## src/rtl/fifo_drain_arbiter_pkg.sv

```systemverilog
// rtl/fifo_drain_arbiter_pkg.sv - shared state encoding, width helper and channel-id type
package fifo_drain_arbiter_pkg;

    // Scheduler states: arbitrate, drain one channel, pulse the FIFO clear.
    typedef enum logic [1:0] {
        ST_IDLE  = 2'd0,
        ST_BURST = 2'd1,
        ST_CLEAR = 2'd2
    } state_e;

    localparam int MAX_CH = 16;

    // Number of bits needed to encode 'value' distinct codes (0 for value <= 1).
    function automatic int clog2(input int value);
        int result;
        result = 0;
        for (int v = value - 1; v > 0; v = v >> 1) begin
            result++;
        end
        return result;
    endfunction

    localparam int CH_ID_W = clog2(MAX_CH);

    // Wide enough for any channel index the block supports.
    typedef logic [CH_ID_W-1:0] ch_id_t;

endpackage

```

## src/rtl/fifo_drain_arbiter_rr_pick.sv

```systemverilog
// rtl/fifo_drain_arbiter_rr_pick.sv - combinational round-robin channel selector
module fifo_drain_arbiter_rr_pick
    import fifo_drain_arbiter_pkg::*;
#(
    parameter int NUM_CH = 4,
    parameter int CH_W   = clog2(NUM_CH)
) (
    input  logic [NUM_CH-1:0] req_i,
    input  logic [CH_W-1:0]   last_i,
    output logic              valid_o,
    output logic [CH_W-1:0]   idx_o
);

    ch_id_t cand;

    // Scan from furthest to nearest offset after 'last' so the nearest requester wins;
    // the modulo keeps the wrap correct for non-power-of-two channel counts.
    always_comb begin
        valid_o = 1'b0;
        idx_o   = '0;
        cand    = '0;
        for (int k = NUM_CH; k >= 1; k--) begin
            cand = ch_id_t'((int'(last_i) + k) % NUM_CH);
            if (req_i[cand[CH_W-1:0]]) begin
                valid_o = 1'b1;
                idx_o   = cand[CH_W-1:0];
            end
        end
    end

endmodule

```

## src/rtl/fifo_drain_arbiter.sv

```systemverilog
// rtl/fifo_drain_arbiter.sv - round-robin burst drain of show-ahead FIFOs into one tagged stream
module fifo_drain_arbiter
    import fifo_drain_arbiter_pkg::*;
#(
    parameter int DATA_WIDTH   = 8,
    parameter int NUM_CH       = 4,
    parameter int BURST_LEN    = 8,
    parameter int CLEAR_CYCLES = 4
) (
    input  logic                         rdclk,
    input  logic                         clear_n,
    input  logic [NUM_CH-1:0]            ch_en,
    input  logic                         flush,
    input  logic [NUM_CH-1:0]            rdempty,
    input  logic [NUM_CH*DATA_WIDTH-1:0] q,
    output logic [NUM_CH-1:0]            rdreq,
    output logic                         fifo_clear,
    output logic [DATA_WIDTH-1:0]        out_data,
    output logic [clog2(NUM_CH)-1:0]     out_ch,
    output logic                         out_valid,
    input  logic                         out_ready,
    output logic                         busy
);

    localparam int CH_W  = clog2(NUM_CH);
    localparam int CNT_W = clog2(BURST_LEN + 1);
    localparam int CLR_W = clog2(CLEAR_CYCLES + 1);

    state_e                state_q;
    logic [CH_W-1:0]       sel_q;
    logic [CH_W-1:0]       last_q;
    logic [CNT_W-1:0]      cnt_q;
    logic [CLR_W-1:0]      clr_cnt_q;
    logic                  flush_pend_q;
    logic [DATA_WIDTH-1:0] out_data_q;
    logic [CH_W-1:0]       out_ch_q;
    logic                  out_valid_q;
    logic                  fifo_clear_q;

    logic                  load;
    logic                  pop;
    logic                  flush_req;
    logic                  sel_avail;
    logic                  pick_valid;
    logic [CH_W-1:0]       pick_idx;
    logic [NUM_CH-1:0]     req_vec;
    logic [DATA_WIDTH-1:0] sel_word;

    assign req_vec   = ch_en & ~rdempty;
    assign load      = !out_valid_q || out_ready;
    // A flush seen while the output was stalled is remembered until the clear starts.
    assign flush_req = flush || flush_pend_q;
    assign sel_avail = ch_en[sel_q] && !rdempty[sel_q];
    assign pop       = clear_n && (state_q == ST_BURST) && sel_avail && load && !flush_req;
    assign sel_word  = q[int'(sel_q) * DATA_WIDTH +: DATA_WIDTH];

    fifo_drain_arbiter_rr_pick #(
        .NUM_CH (NUM_CH),
        .CH_W   (CH_W)
    ) u_rr_pick (
        .req_i   (req_vec),
        .last_i  (last_q),
        .valid_o (pick_valid),
        .idx_o   (pick_idx)
    );

    // Pop strobe goes only to the selected channel, and only in a cycle that loads a word.
    always_comb begin
        rdreq = '0;
        if (pop) begin
            rdreq[sel_q] = 1'b1;
        end
    end

    // Scheduler FSM with the output register, burst counter and clear timer.
    always_ff @(posedge rdclk) begin
        if (!clear_n) begin
            state_q      <= ST_IDLE;
            sel_q        <= '0;
            last_q       <= CH_W'(NUM_CH - 1);
            cnt_q        <= '0;
            clr_cnt_q    <= '0;
            flush_pend_q <= 1'b0;
            out_data_q   <= '0;
            out_ch_q     <= '0;
            out_valid_q  <= 1'b0;
            fifo_clear_q <= 1'b0;
        end else begin
            if (pop) begin
                out_data_q  <= sel_word;
                out_ch_q    <= sel_q;
                out_valid_q <= 1'b1;
            end else if (load) begin
                out_valid_q <= 1'b0;
            end

            case (state_q)
                ST_IDLE, ST_BURST: begin
                    if (flush_req) begin
                        if (load) begin
                            state_q      <= ST_CLEAR;
                            clr_cnt_q    <= CLR_W'(CLEAR_CYCLES);
                            fifo_clear_q <= 1'b1;
                            flush_pend_q <= 1'b0;
                        end else begin
                            flush_pend_q <= 1'b1;
                        end
                    end else if (state_q == ST_IDLE) begin
                        if (pick_valid) begin
                            sel_q   <= pick_idx;
                            cnt_q   <= '0;
                            state_q <= ST_BURST;
                        end
                    end else if (pop) begin
                        cnt_q <= cnt_q + 1'b1;
                        if (cnt_q == CNT_W'(BURST_LEN - 1)) begin
                            state_q <= ST_IDLE;
                            last_q  <= sel_q;
                        end
                    end else if (!sel_avail) begin
                        state_q <= ST_IDLE;
                        last_q  <= sel_q;
                    end
                end
                ST_CLEAR: begin
                    if (clr_cnt_q <= CLR_W'(1)) begin
                        state_q      <= ST_IDLE;
                        fifo_clear_q <= 1'b0;
                        last_q       <= CH_W'(NUM_CH - 1);
                    end else begin
                        clr_cnt_q <= clr_cnt_q - 1'b1;
                    end
                end
                default: begin
                    state_q <= ST_IDLE;
                end
            endcase
        end
    end

    assign out_data   = out_data_q;
    assign out_ch     = out_ch_q;
    assign out_valid  = out_valid_q;
    assign fifo_clear = fifo_clear_q;
    assign busy       = (state_q != ST_IDLE);

endmodule

```

## config.mk

```make
export PLATFORM = sky130hd
export DESIGN_NAME = fifo_drain_arbiter
export DESIGN_NICKNAME = d
export VERILOG_FILES = /design/src/rtl/fifo_drain_arbiter_pkg.sv /design/src/rtl/fifo_drain_arbiter_rr_pick.sv /design/src/rtl/fifo_drain_arbiter.sv
export SDC_FILE = /design/constraint.sdc
export NUM_CORES = 1
export LEC_CHECK = 0
export BUFFER_PORTS_ARGS = -buffer_cell sky130_fd_sc_hd__buf_2
export CAP_MARGIN = 20
export CORE_ASPECT_RATIO = 0.6
export CORE_UTILIZATION = 49
export CTS_BUF_LIST = sky130_fd_sc_hd__clkbuf_4 sky130_fd_sc_hd__clkbuf_8 sky130_fd_sc_hd__clkbuf_16
export CTS_CLUSTER_DIAMETER = 100
export DETAILED_ROUTE_END_ITERATION = 16
export PLACE_DENSITY = 0.81
export SYNTH_ARGS = -nofsm -noshare
export SYNTH_HDL_FRONTEND = slang
export SYNTH_HIERARCHICAL = 1
export SYNTH_SLANG_ARGS = --single-unit
export TNS_END_PERCENT = 100
```

## constraint.sdc

```tcl
create_clock -name rdclk -period 2.5 [get_ports rdclk]
set_clock_uncertainty 0.1 [all_clocks]
set_input_delay 0 -clock rdclk [delete_from_list [all_inputs] [get_ports rdclk]]
set_output_delay 0 -clock rdclk [all_outputs]
set_load 0.01 [all_outputs]
```

Word-level counts from Yosys, hierarchy flattened
Cells that the tools add are included.
{"block": "word_totals", "word_cells": 120, "register_bits": 26}
{"block": "classes", "magnitude_cmp": 7, "addsub": 6, "n_reduce_logical": 24, "n_shift": 1, "eq_ne": 16, "mux": 53, "bitwise": 3}
{"cell": "2-bit 2-to-1 mux", "n": 18}
{"cell": "32-bit by 6-bit indexed part select with 8-bit output", "n": 1}
{"cell": "1-bit 2-to-1 mux", "n": 17}
{"cell": "4-bit 2-to-1 mux", "n": 4}
{"cell": "4-bit AND reduction", "n": 4}
{"cell": "2-bit by 3-bit less-than comparator with 1-bit output (second input constant)", "n": 5}
{"cell": "2-bit inequality test (second input constant)", "n": 7}
{"cell": "1-bit binary-select mux with 2-bit select", "n": 6}
{"cell": "5-bit inequality test (second input constant)", "n": 2}
{"cell": "3-bit 2-to-1 mux", "n": 3}
{"cell": "3-bit inequality test (second input constant)", "n": 3}
{"cell": "2-bit one-hot mux with 2 select lines", "n": 2}
{"cell": "2-bit nonzero test", "n": 4}
{"cell": "1-bit logical AND", "n": 6}
{"cell": "3-bit one-hot mux with 2 select lines", "n": 1}
{"cell": "6-bit AND reduction", "n": 1}
{"cell": "5-bit AND reduction", "n": 1}
{"cell": "2-bit by 1-bit adder with 2-bit output (second input constant)", "n": 2}
{"cell": "2-bit adder (second input constant)", "n": 2}
{"cell": "4-bit by 1-bit adder with 4-bit output (second input constant)", "n": 1}
{"cell": "4-bit bitwise AND", "n": 1}
{"cell": "4-bit by 3-bit == test with 1-bit output (second input constant)", "n": 1}
{"cell": "4-bit inequality test (second input constant)", "n": 1}
{"cell": "4-bit inverter", "n": 1}
{"cell": "13 further kinds", "n": 16}

Longest topological paths before layout
Gate-level depths: netlist of run 1.
{"block": "depth", "ltp_word": 12, "mapped_depth": 8}

By module
The synthesis of run 1 kept the hierarchy.
{"module": "fifo_drain_arbiter", "cells_each": 178, "instances": 1, "seq_area_each_um2": 520.5, "area_per_inst_um2": 1520.2}
{"module": "fifo_drain_arbiter_rr_pick", "cells_each": 14, "instances": 1, "seq_area_each_um2": 0.0, "area_per_inst_um2": 91.3}

Worst setup path after synthesis of run 1
Ideal clock, no wire load.
{"block": "synth_timing", "path_type": "register to register", "startpoint": "register state_q[0]", "endpoint": "register state_q[1]", "setup_slack_ns": 0.418, "arrival_time_ns": 1.867, "required_time_ns": 2.284, "stages_incl_launch_ff": 8, "path_cell_list": "dfxtp_1 -> inv_1 -> ha_1 -> or4b_2 -> a41oi_1 -> a221o_1 -> o21ai_0 -> and3_1"}
{"block": "synth_via", "elab_chain_cells": 9, "elab_cells_between_ends": 18, "cone_classes": "eq/ne (7); mux (4); reduce/logical (7)"}
{"element": "start, declared", "line_no": "fifo_drain_arbiter.sv:29", "source": "state_e state_q;"}
{"element": "start signal, assigned", "line_no": "fifo_drain_arbiter.sv:78", "source": "state_q <= ST_IDLE;"}
{"element": "start signal, assigned", "line_no": "fifo_drain_arbiter.sv:101", "source": "state_q <= ST_CLEAR;"}
{"element": "start signal, assigned", "line_no": "fifo_drain_arbiter.sv:112", "source": "state_q <= ST_BURST;"}
{"element": "2-bit by 1-bit == test with 1-bit output", "line_no": "fifo_drain_arbiter.sv:54, fifo_drain_arbiter.sv:97"}
{"element": "1-bit logical AND (4 in series)", "line_no": "fifo_drain_arbiter.sv:54", "source": "assign pop = clear_n && (state_q == ST_BURST) && sel_avail && load && !flush_req;"}
{"element": "2-bit 2-to-1 mux", "line_no": "fifo_drain_arbiter.sv:114", "source": "end else if (pop) begin"}
{"element": "2-bit 2-to-1 mux", "line_no": "fifo_drain_arbiter.sv:108", "source": "end else if (state_q == ST_IDLE) begin"}
{"element": "2-bit 2-to-1 mux", "line_no": "fifo_drain_arbiter.sv:99", "source": "if (flush_req) begin"}
{"element": "2-bit one-hot mux with 2 select lines", "line_no": "fifo_drain_arbiter.sv:97", "source": "case (state_q)"}
Parallel ways exist; a longest one is shown, timed or not.
A chain may end at the register's enable or synchronous reset.

Worst setup path after layout of run 1
{"block": "layout_timing", "startpoint": "input flush", "endpoint": "output rdreq[1]"}
{"block": "layout_via", "elab_chain_cells": 4}
{"element": "start, declared", "line_no": "fifo_drain_arbiter.sv:13", "source": "input logic flush,"}
{"element": "1-bit logical OR", "line_no": "fifo_drain_arbiter.sv:52", "source": "assign flush_req = flush || flush_pend_q;"}
{"element": "1-bit logical NOT", "line_no": "fifo_drain_arbiter.sv:54"}
{"element": "1-bit logical AND", "line_no": "fifo_drain_arbiter.sv:54"}
{"element": "4-bit 2-to-1 mux", "line_no": "fifo_drain_arbiter.sv:70", "source": "if (pop) begin"}
{"element": "end, declared", "line_no": "fifo_drain_arbiter.sv:16", "source": "output logic [NUM_CH-1:0] rdreq,"}
Every way passes these cells.

==> impl_metrics.ini, run 1 <==
[clock_tree]
clock_latency_ps = 270
cts.reportedPaths.clkPinSlew_ps = 90
cts.sink_count = 26
cts_root_buffer_type = sky130_fd_sc_hd__clkbuf_8
cts_buffer_depth = 2
cts.repair_timing.setup_buffer_count = 0
tritoncts = done
cts_htree_levels = 1
number_of_clock_buffers_inserted_by_tritoncts = 3

[synthesis]
seq_area_frac_synth = 0.323
yosys_most_used_dff = sky130_fd_sc_hd__dfxtp_1
syn_nets = 242
synthesis.area_mm2 = 0.00161
synth-seq-cells = 26
synth_edf_count = 0
synth.yosys.warnings = 6
ys_types = 41
synth.avg_cell_area_um2 = 8.39
synth_async_sr_flop_share = 0
syn-instance-count = 192

[worst_setup_path]
crit_family = simple AND/OR/NAND/NOR gates
cp_data_required_time_ps = 2400
worst-setup-path-type = in2out
sequence_of_cells_on_the_critical_path = dlygate4sd3_1 > buf_2 > or2_2 > nor3_2 > and2_1 > buf_4 > nand2_1 > nor2_1 > buf_2
critical_path.max_stage_delay_ps = 530
critical_path.most_common_cell = sky130_fd_sc_hd__buf_2
setup.worst_path.end_class = output pin
start_kind = input pin
slowest_stage = sky130_fd_sc_hd__dlygate4sd3_1
peak_fanout_along_the_critical_path = 11
critPathBufInv = 4
cp_data_arrival_time_ps = 2130

[timing]
final_hold_viol_count = 0
final.setup.tns_ps = 0
report.final.slew_viol_count = 0
slew-limit-headroom = 0.503
period_minus_slack_ps = 2230
finalHoldWorstSlack_ps = 91.8
max_clock_freq_ghz = 0.449
crit_share_post_route = 0.891
setup_viol_count_final = 0
worst_slew_pin_slew_ps = 744
grt_setup_unrepaired = no

[drt]
postRouteAntennaNets = 0
drt-pass1-iter-count = 4
wire_per_inst_um = 12.8
drt_drc_violations_left = 0
drt_first_iter_violations = 120
vias = 1578
drt-vias-per-instance = 5.35
routed_wirelength_um = 3780

[place]
hpwlAfterDp_um = 2970
dpl.cell_count = 289
portBuffers = 60
place.gp.congestion = 0.917

[die]
pin_count = 61
start_util = 0.537
floorplan.die.height_um = 46.4
fp-row-count = 15
fp.dieArea_mm2 = 0.00353
coreArea_mm2 = 0.00300
die-width_um = 76.0

[pwr]
power_density_over_cell_area_mw_per_mm2 = 569
power.ir.vdd_worst_mv = 0.413
p_leak_nw = 0.900

[layout]
drive_gt1_frac = 0.332
mostFrequentLayoutCells = 60 x sky130_fd_sc_hd__buf_2, 32 x sky130_fd_sc_hd__nand2_1, 26 x sky130_fd_sc_hd__dfxtp_1
n_antenna_cell = 0
finish.net_count = 304
layout.cells.most_common = sky130_fd_sc_hd__buf_2
layout.cells.non_filler = 295
synthToLayoutAreaGrowth_pct = 26.6

[global_route]
antenna_found_initial = 0
first_global_vias = 1267
grt_start_max_net_pins = 24
globalRoute.totalOverflow = 0
grt_use_total = 0.225
globalRoute.busiestLayer = met1
globalRouteMet2Util = 0.325
global_route.usage.met1 = 0.343
first_pass_grt_wire_length_um = 6090
globalRouteMet3Util = 0.0495

[outcome]
outcome = complete, no violations

[worst_hold_path]
holdCritPathClass = in2reg

[flow_run]
cap_viol_max_count = 0
[worst reg2reg max path, cell delays in order (launching register included)]
cell and delay, ps:
sky130_fd_sc_hd__dfxtp_1 340, sky130_fd_sc_hd__inv_1 100, sky130_fd_sc_hd__ha_1 240, sky130_fd_sc_hd__or4b_2 630, sky130_fd_sc_hd__a41oi_1 190, sky130_fd_sc_hd__a221o_1 220
sky130_fd_sc_hd__o21ai_0 80, sky130_fd_sc_hd__and3_1 180
[path summary, 6_finish.rpt]
kind               start     endpoint  slack (ps)  cells after the start
max reg2reg   state_q[1]   state_q[1]         320                      7
min                q[24]  out_data[0]          90                      4
min reg2reg  out_data[6]  out_data[6]         360                      2
max                flush     rdreq[1]         270                      9
[repair_timing]
action	in CTS	in global routing
endpoints found under the setup margin	0	1
gates resized for setup	0	1
hold endpoints to repair	5	0
hold buffers	2	0
[area by class of cell]
class	instances	area, um^2
clock buffer	3	41.3
clock inverter	1	30.0
fill	262	962
inverter	10	37.5
multi-input combinational	147	1010
sequential	26	520
tap	42	52.6
timing repair buffer	66	350
[logic make-up after synthesis]
group | count (synthesis) | synth area share
mux | 12 | 0.147
flops | 26 | 0.323
compound gates | 50 | 0.195
fa+ha+maj | 6 | 0.0466
buf+inv | 19 | 0.0512
simple gates | 79 | 0.238
[report_power, final]
part	internal, W	switching (W)
registers	0.000444	0.0000289
logic	0.000162	0.000182
clock network	0.000214	0.000130
total	0.000820	0.000341
[metal layers]
layer  routed length (um)  vias to the layer above
li1                     -                      808
met1                 1980                      684
met2                 1450                       84
met3                  337                        2
met4                   12                        0
met5                    0                        -
[cells in the mapped netlist (3+ instances only)]
cell type | instances | area, um^2
sky130_fd_sc_hd__a21oi_1 | 24 | 120
sky130_fd_sc_hd__and3_1 | 4 | 25.0
sky130_fd_sc_hd__buf_2 | 3 | 15.0
sky130_fd_sc_hd__clkbuf_1 | 4 | 15.0
sky130_fd_sc_hd__dfxtp_1 | 26 | 521
sky130_fd_sc_hd__ha_1 | 6 | 75.1
sky130_fd_sc_hd__inv_1 | 10 | 37.5
sky130_fd_sc_hd__mux2i_1 | 3 | 30.0
sky130_fd_sc_hd__mux4_2 | 8 | 180
sky130_fd_sc_hd__nand2_1 | 32 | 120
sky130_fd_sc_hd__nand2b_1 | 8 | 50.1
sky130_fd_sc_hd__nor2_1 | 15 | 56.3
sky130_fd_sc_hd__nor2b_1 | 6 | 37.5
sky130_fd_sc_hd__nor3_1 | 4 | 20.0
sky130_fd_sc_hd__o21ai_0 | 9 | 45.0
[metrics by stage]
stage               utilization  worst slack, ps  power (W)  area, um^2
global placement          0.649              377   0.000817        1950
global route              0.680             39.2    0.00123        2040
finish                    0.680              271    0.00116        2040
detailed placement        0.649              361   0.000819        1950
floorplan                     -              418   0.000718        1610
CTS                       0.680              220    0.00117        2040
[flip-flops by register name (all words and copies together), names as in the netlist]
signal        flops
fifo_clear        1
out_valid         1
clr_cnt_q         3
last_q            2
out_data          8
out_ch            2
sel_q             2
cnt_q             4
flush_pend_q      1
state_q           2
No activity file was read; power rests on OpenSTA's default activity.
==> inputs of run 2 (changes only) <==
- PLACE_DENSITY: 0.81 -> default
- PLACE_DENSITY_LB_ADDON: default -> 0.15
==> impl_metrics.ini, run 2 (same netlist as run 1, synthesis figures left out) <==
[worst_setup_path]
start_kind = flop
cp_data_required_time_ps = 2580
critical_path.max_stage_delay_ps = 660
cp_data_arrival_time_ps = 2370
critPathBufInv = 1
sequence_of_cells_on_the_critical_path = inv_1 > ha_1 > or4b_2 > a41oi_1 > a221o_1 > o21ai_0 > and3_1
worst-setup-path-type = reg2reg
reg2reg_setup_slack_ps = 200
crit_family = simple AND/OR/NAND/NOR gates
setup.worst_path.end_class = flop
peak_fanout_along_the_critical_path = 8
slowest_stage = sky130_fd_sc_hd__or4b_2

[pwr]
power_density_over_cell_area_mw_per_mm2 = 576
power.ir.vdd_worst_mv = 0.431
p_leak_nw = 0.894

[global_route]
first_global_vias = 1316
first_pass_grt_wire_length_um = 6360
antenna_found_initial = 0
globalRoute.totalOverflow = 0
grt_use_total = 0.232
grt_start_max_net_pins = 24

[die]
fp.dieArea_mm2 = 0.00353
fp-row-count = 15
die-width_um = 76.0
start_util = 0.537
floorplan.die.height_um = 46.4
pin_count = 61
coreArea_mm2 = 0.00300

[timing]
slew-limit-headroom = 0.515
crit_share_post_route = 0.918
layout_setup_ws_ps = 205
worst_slew_pin_slew_ps = 726
setup_viol_count_final = 0
report.final.slew_viol_count = 0
period_minus_slack_ps = 2300
max_clock_freq_ghz = 0.436
final.setup.tns_ps = 0
grt_setup_unrepaired = no
final_hold_viol_count = 0

[clock_tree]
cts_repair_resize_count = 0
cts_root_buffer_type = sky130_fd_sc_hd__clkbuf_8
cts_buffer_depth = 2
cts.reportedPaths.clkPinSlew_ps = 90
clock_latency_ps = 270
cts_htree_levels = 1
cts.sink_count = 26
tritoncts = done
number_of_clock_buffers_inserted_by_tritoncts = 3
cts.repair_timing.setup_buffer_count = 0

[place]
pre_cts_slack_ps = 231
place.gp.congestion = 0.929
hpwlAfterDp_um = 3090
portBuffers = 60

[worst_hold_path]
holdCritPathClass = in2reg

[drt]
drt_first_iter_violations = 111
drt_drc_violations_left = 0
drt-pass1-iter-count = 4
drt-vias-per-instance = 5.60
wire_per_inst_um = 14.2
vias = 1645
postRouteAntennaNets = 0
routed_wirelength_um = 4160

[layout]
drive_gt1_frac = 0.329
largest_reg_flops = 8
fill_cell_instance_count_of_the_final_layout = 262
n_antenna_cell = 0
layout.cells.most_common = sky130_fd_sc_hd__buf_2
synthToLayoutAreaGrowth_pct = 26.2
finish.net_count = 303
mostFrequentLayoutCells = 60 x sky130_fd_sc_hd__buf_2, 32 x sky130_fd_sc_hd__nand2_1, 26 x sky130_fd_sc_hd__dfxtp_1

[flow_run]
cap_viol_max_count = 0

[outcome]
outcome = complete, no violations
==> run 2: through the flow <==
| step | hold WS [ps] | power, W | std cells | instance area [um^2] | utilization |
|---|---|---|---|---|---|
| 4_1_cts | 90.0 | 0.00117 | 294 | 2030 | 0.677 |
| 5_1_grt | 104 | 0.00123 | 294 | 2030 | 0.677 |
| 3_5_place_dp | 255 | 0.000816 | 288 | 1940 | 0.647 |
| 6_report | 94.9 | 0.00117 | 294 | 2030 | 0.677 |
| 2_1_floorplan | 45.9 | 0.000718 | 192 | 1610 | - |
| 3_3_place_gp | 255 | 0.000811 | 288 | 1940 | 0.647 |
==> run 2: report_power, final <==
group	leakage [nW]	internal [W]	switching [W]	total, W
Sequential	0.211	0.000444	0.0000313	0.000475
Clock	0.0357	0.000214	0.000139	0.000353
Combinational	0.647	0.000157	0.000184	0.000342
==> run 2: worst register-to-register path: cells and delay by family (launching register included) <==
| family | cells | cell delay [ps] |
|---|---|---|
| flops | 1 | 390 |
| compound gates | 3 | 490 |
| fa+ha+maj | 1 | 290 |
| simple gates | 2 | 840 |
| buf+inv | 1 | 80 |
==> run 2: final timing paths <==
check	from	to	cells past startpoint
worst max-delay path	state_q[0]	state_q[1]	7
worst min-delay path	q[2]	out_data[2]	4
worst max register to register	state_q[0]	state_q[1]	7
worst min register to register	out_data[4]	out_data[4]	2
==> run 2: layer usage <==
metal,routed length (um),part of all wire,track usage
met1,2080,0.50,0.348
met2,1730,0.42,0.338
met3,332,0.080,0.0634
met4,24,0.0058,0.0269
met5,0,0,0
==> run 2: layout make-up <==
class,instances,area [um^2],area share
clock buffers,3,41.3,0.0203
flip-flops and latches,26,520,0.256
well taps,42,52.6,0.0258
clock inverters,1,30.0,0.0148
repair buffers,65,343,0.169
multi-input cells,147,1010,0.496
inverters,10,37.5,0.0185
==> run 2: what timing repair did <==
item                                    in CTS  in global routing
hold buffers                                 2                  0
endpoints found under the hold margin        5                  0
endpoints found under the setup margin       0                  0
==> inputs of run 3 (changes only) <==
- ABC_AREA: default -> 1
- CORE_UTILIZATION: 49 -> 50
- GPL_ROUTABILITY_DRIVEN: default -> 1
- PLACE_DENSITY_LB_ADDON: 0.15 -> 0.2
==> impl_metrics.ini, run 3 <==
[outcome]
outcome = complete, no violations

[layout]
largest_reg_flops = 8
drive_gt1_frac = 0.288
layout.cells.most_common = sky130_fd_sc_hd__nand2_1
mostFrequentLayoutCells = 70 x sky130_fd_sc_hd__nand2_1, 60 x sky130_fd_sc_hd__buf_2, 49 x sky130_fd_sc_hd__nand3_1
final_design_area_no_fill_mm2 = 0.00242
finish.net_count = 419
synthToLayoutAreaGrowth_pct = 19.2
n_antenna_cell = 0
fill_cell_instance_count_of_the_final_layout = 357

[global_route]
antenna_found_initial = 0
first_pass_grt_wire_length_um = 8650
globalRoute.totalOverflow = 0
grt_use_total = 0.249
grt_start_max_net_pins = 21
first_global_vias = 1929

[synthesis]
synth_simple_gate_area_frac = 0.456
seq_area_frac_synth = 0.256
syn_nets = 361
ys_top_cells_by_count = 70 x sky130_fd_sc_hd__nand2_1, 49 x sky130_fd_sc_hd__nand3_1, 31 x sky130_fd_sc_hd__nor2_1
yosys_most_used_dff = sky130_fd_sc_hd__dfxtp_1
synth_top_family_by_area = simple AND/OR/NAND/NOR gates
synth.avg_cell_area_um2 = 6.53
synth_top_area_frac = 0.256
synth_edf_count = 0
netlist.top_cell.by_area = sky130_fd_sc_hd__dfxtp_1
synth_async_sr_flop_share = 0
synth_compound_area_frac = 0.125
synth_top_cells_by_area = sky130_fd_sc_hd__dfxtp_1 26%, sky130_fd_sc_hd__nand2_1 13%, sky130_fd_sc_hd__nand3_1 12%
ys_types = 38
syn-instance-count = 311
yosys-mux-area-fraction = 0
synthesis.area_mm2 = 0.00203
synth_xor_xnor_area_share = 0.00863
synth_area_in_adders = 0.0370
synth.yosys.warnings = 6
synth-seq-cells = 26
synth_most_common_cell = sky130_fd_sc_hd__nand2_1

[clock_tree]
cts_root_buffer_type = sky130_fd_sc_hd__clkbuf_8
cts_htree_levels = 1
number_of_clock_buffers_inserted_by_tritoncts = 3
clock_latency_ps = 280
tritoncts = done
cts_buffer_depth = 2
cts.sink_count = 26
cts.repair_timing.setup_buffer_count = 0
cts.reportedPaths.clkPinSlew_ps = 90

[die]
floorplan.die.height_um = 51.4
start_util = 0.539
fp-row-count = 17
die-width_um = 84.3
fp.dieArea_mm2 = 0.00433
pin_count = 61
coreArea_mm2 = 0.00376

[timing]
setup_viol_count_final = 0
period_minus_slack_ps = 2130
final_hold_viol_count = 0
slew-limit-headroom = 0.691
report.final.slew_viol_count = 0
worst_slew_pin_slew_ps = 463
crit_share_post_route = 0.852
max_clock_freq_ghz = 0.470
final.setup.tns_ps = 0
grt_setup_unrepaired = no

[worst_setup_path]
peak_fanout_along_the_critical_path = 13
r2r_cells = 9
setup.worst_path.end_class = output pin
worst-setup-path-type = reg2out
cp_data_arrival_time_ps = 2030
cp_data_required_time_ps = 2400
start_kind = flop
rr_startpoint = sel_q[1]
cp-startpoint = sel_q[1]

[place]
hpwlAfterDp_um = 3850
detailed_place.area_mm2 = 0.00231
place.gp.congestion = 0.870
portBuffers = 60

[flow_run]
cap_viol_max_count = 0

[drt]
drt_first_iter_violations = 135
wire_per_inst_um = 12.2
drt-pass1-iter-count = 4
routed_wirelength_um = 5040
vias = 2163
drt_drc_violations_left = 0
drt-vias-per-instance = 5.21
postRouteAntennaNets = 0

[pwr]
p_leak_nw = 1.20
total_power_w = 0.00208
power_density_over_cell_area_mw_per_mm2 = 861
power.ir.vdd_worst_mv = 0.395

[worst_hold_path]
hold-path-cell-count = 5
holdCritPathClass = in2reg
worst_hold_startpoint = q[2]
[run 3: what timing repair did]
action	in CTS	in global routing
setup endpoints to repair	0	0
resized for setup	0	0
endpoints found under the hold margin	4	0
hold buffers	4	0
[run 3: kinds of logic (layout without fill, tap and decap cells)]
kind of cell / count (synthesis) / after routing
AO/OA/AOI/OAI: 43 / 43
XOR/XNOR: 2 / 2
adder cells (fa/ha/maj): 6 / 6
buffers and inverters: 47 / 104
flip-flops: 26 / 26
AND/OR/NAND/NOR: 187 / 187
[run 3: through the flow]
stage	instances	hold WS (ps)	setup slack [ps]	util
2_1_floorplan	311	158	786	-
3_3_place_gp	407	279	588	0.613
3_5_place_dp	407	286	507	0.613
4_1_cts	415	9.63	397	0.642
5_1_grt	415	15.6	250	0.642
6_report	415	4.87	370	0.642
[run 3: final timing paths]
check / to / slack, ps
setup reg to reg: last_q[0] / 490
setup / recovery: rdreq[2] / 370
hold reg to reg: fifo_clear / 380
hold / removal: out_data[2] / 5
[run 3: critical path, stage by stage, from the launching register on]
cell and delay, ps:
sky130_fd_sc_hd__dfxtp_1 560, sky130_fd_sc_hd__inv_2 200, sky130_fd_sc_hd__nand3_1 130, sky130_fd_sc_hd__nand2_2 70
sky130_fd_sc_hd__nor2_4 150, sky130_fd_sc_hd__nand3_2 100, sky130_fd_sc_hd__clkinv_2 140, sky130_fd_sc_hd__nand3_1 120
sky130_fd_sc_hd__nor2_1 130, sky130_fd_sc_hd__buf_2 140
[run 3: area by class of cell]
cell class	instances	area [um^2]	area share
inverters	33	133	0.0548
clock buffers	3	41.3	0.0171
well taps	47	58.8	0.0243
clock inverters	1	30.0	0.0124
repair buffers	67	363	0.150
flip-flops and latches	26	520	0.215
multi-input cells	238	1270	0.526
[run 3: metal layers]
metal / global-route usage / vias to the layer above / share of wire
met4: 0.0489 / 0 / 0.011
met1: 0.351 / 956 / 0.52
met5: 0 / - / 0
met2: 0.399 / 64 / 0.42
met3: 0.0501 / 6 / 0.056
li1: - / 1137 / -
[run 3: power breakdown]
group	internal, W	switching [W]
Clock	0.000215	0.000141
Sequential	0.000491	0.000107
Combinational	0.000396	0.000732
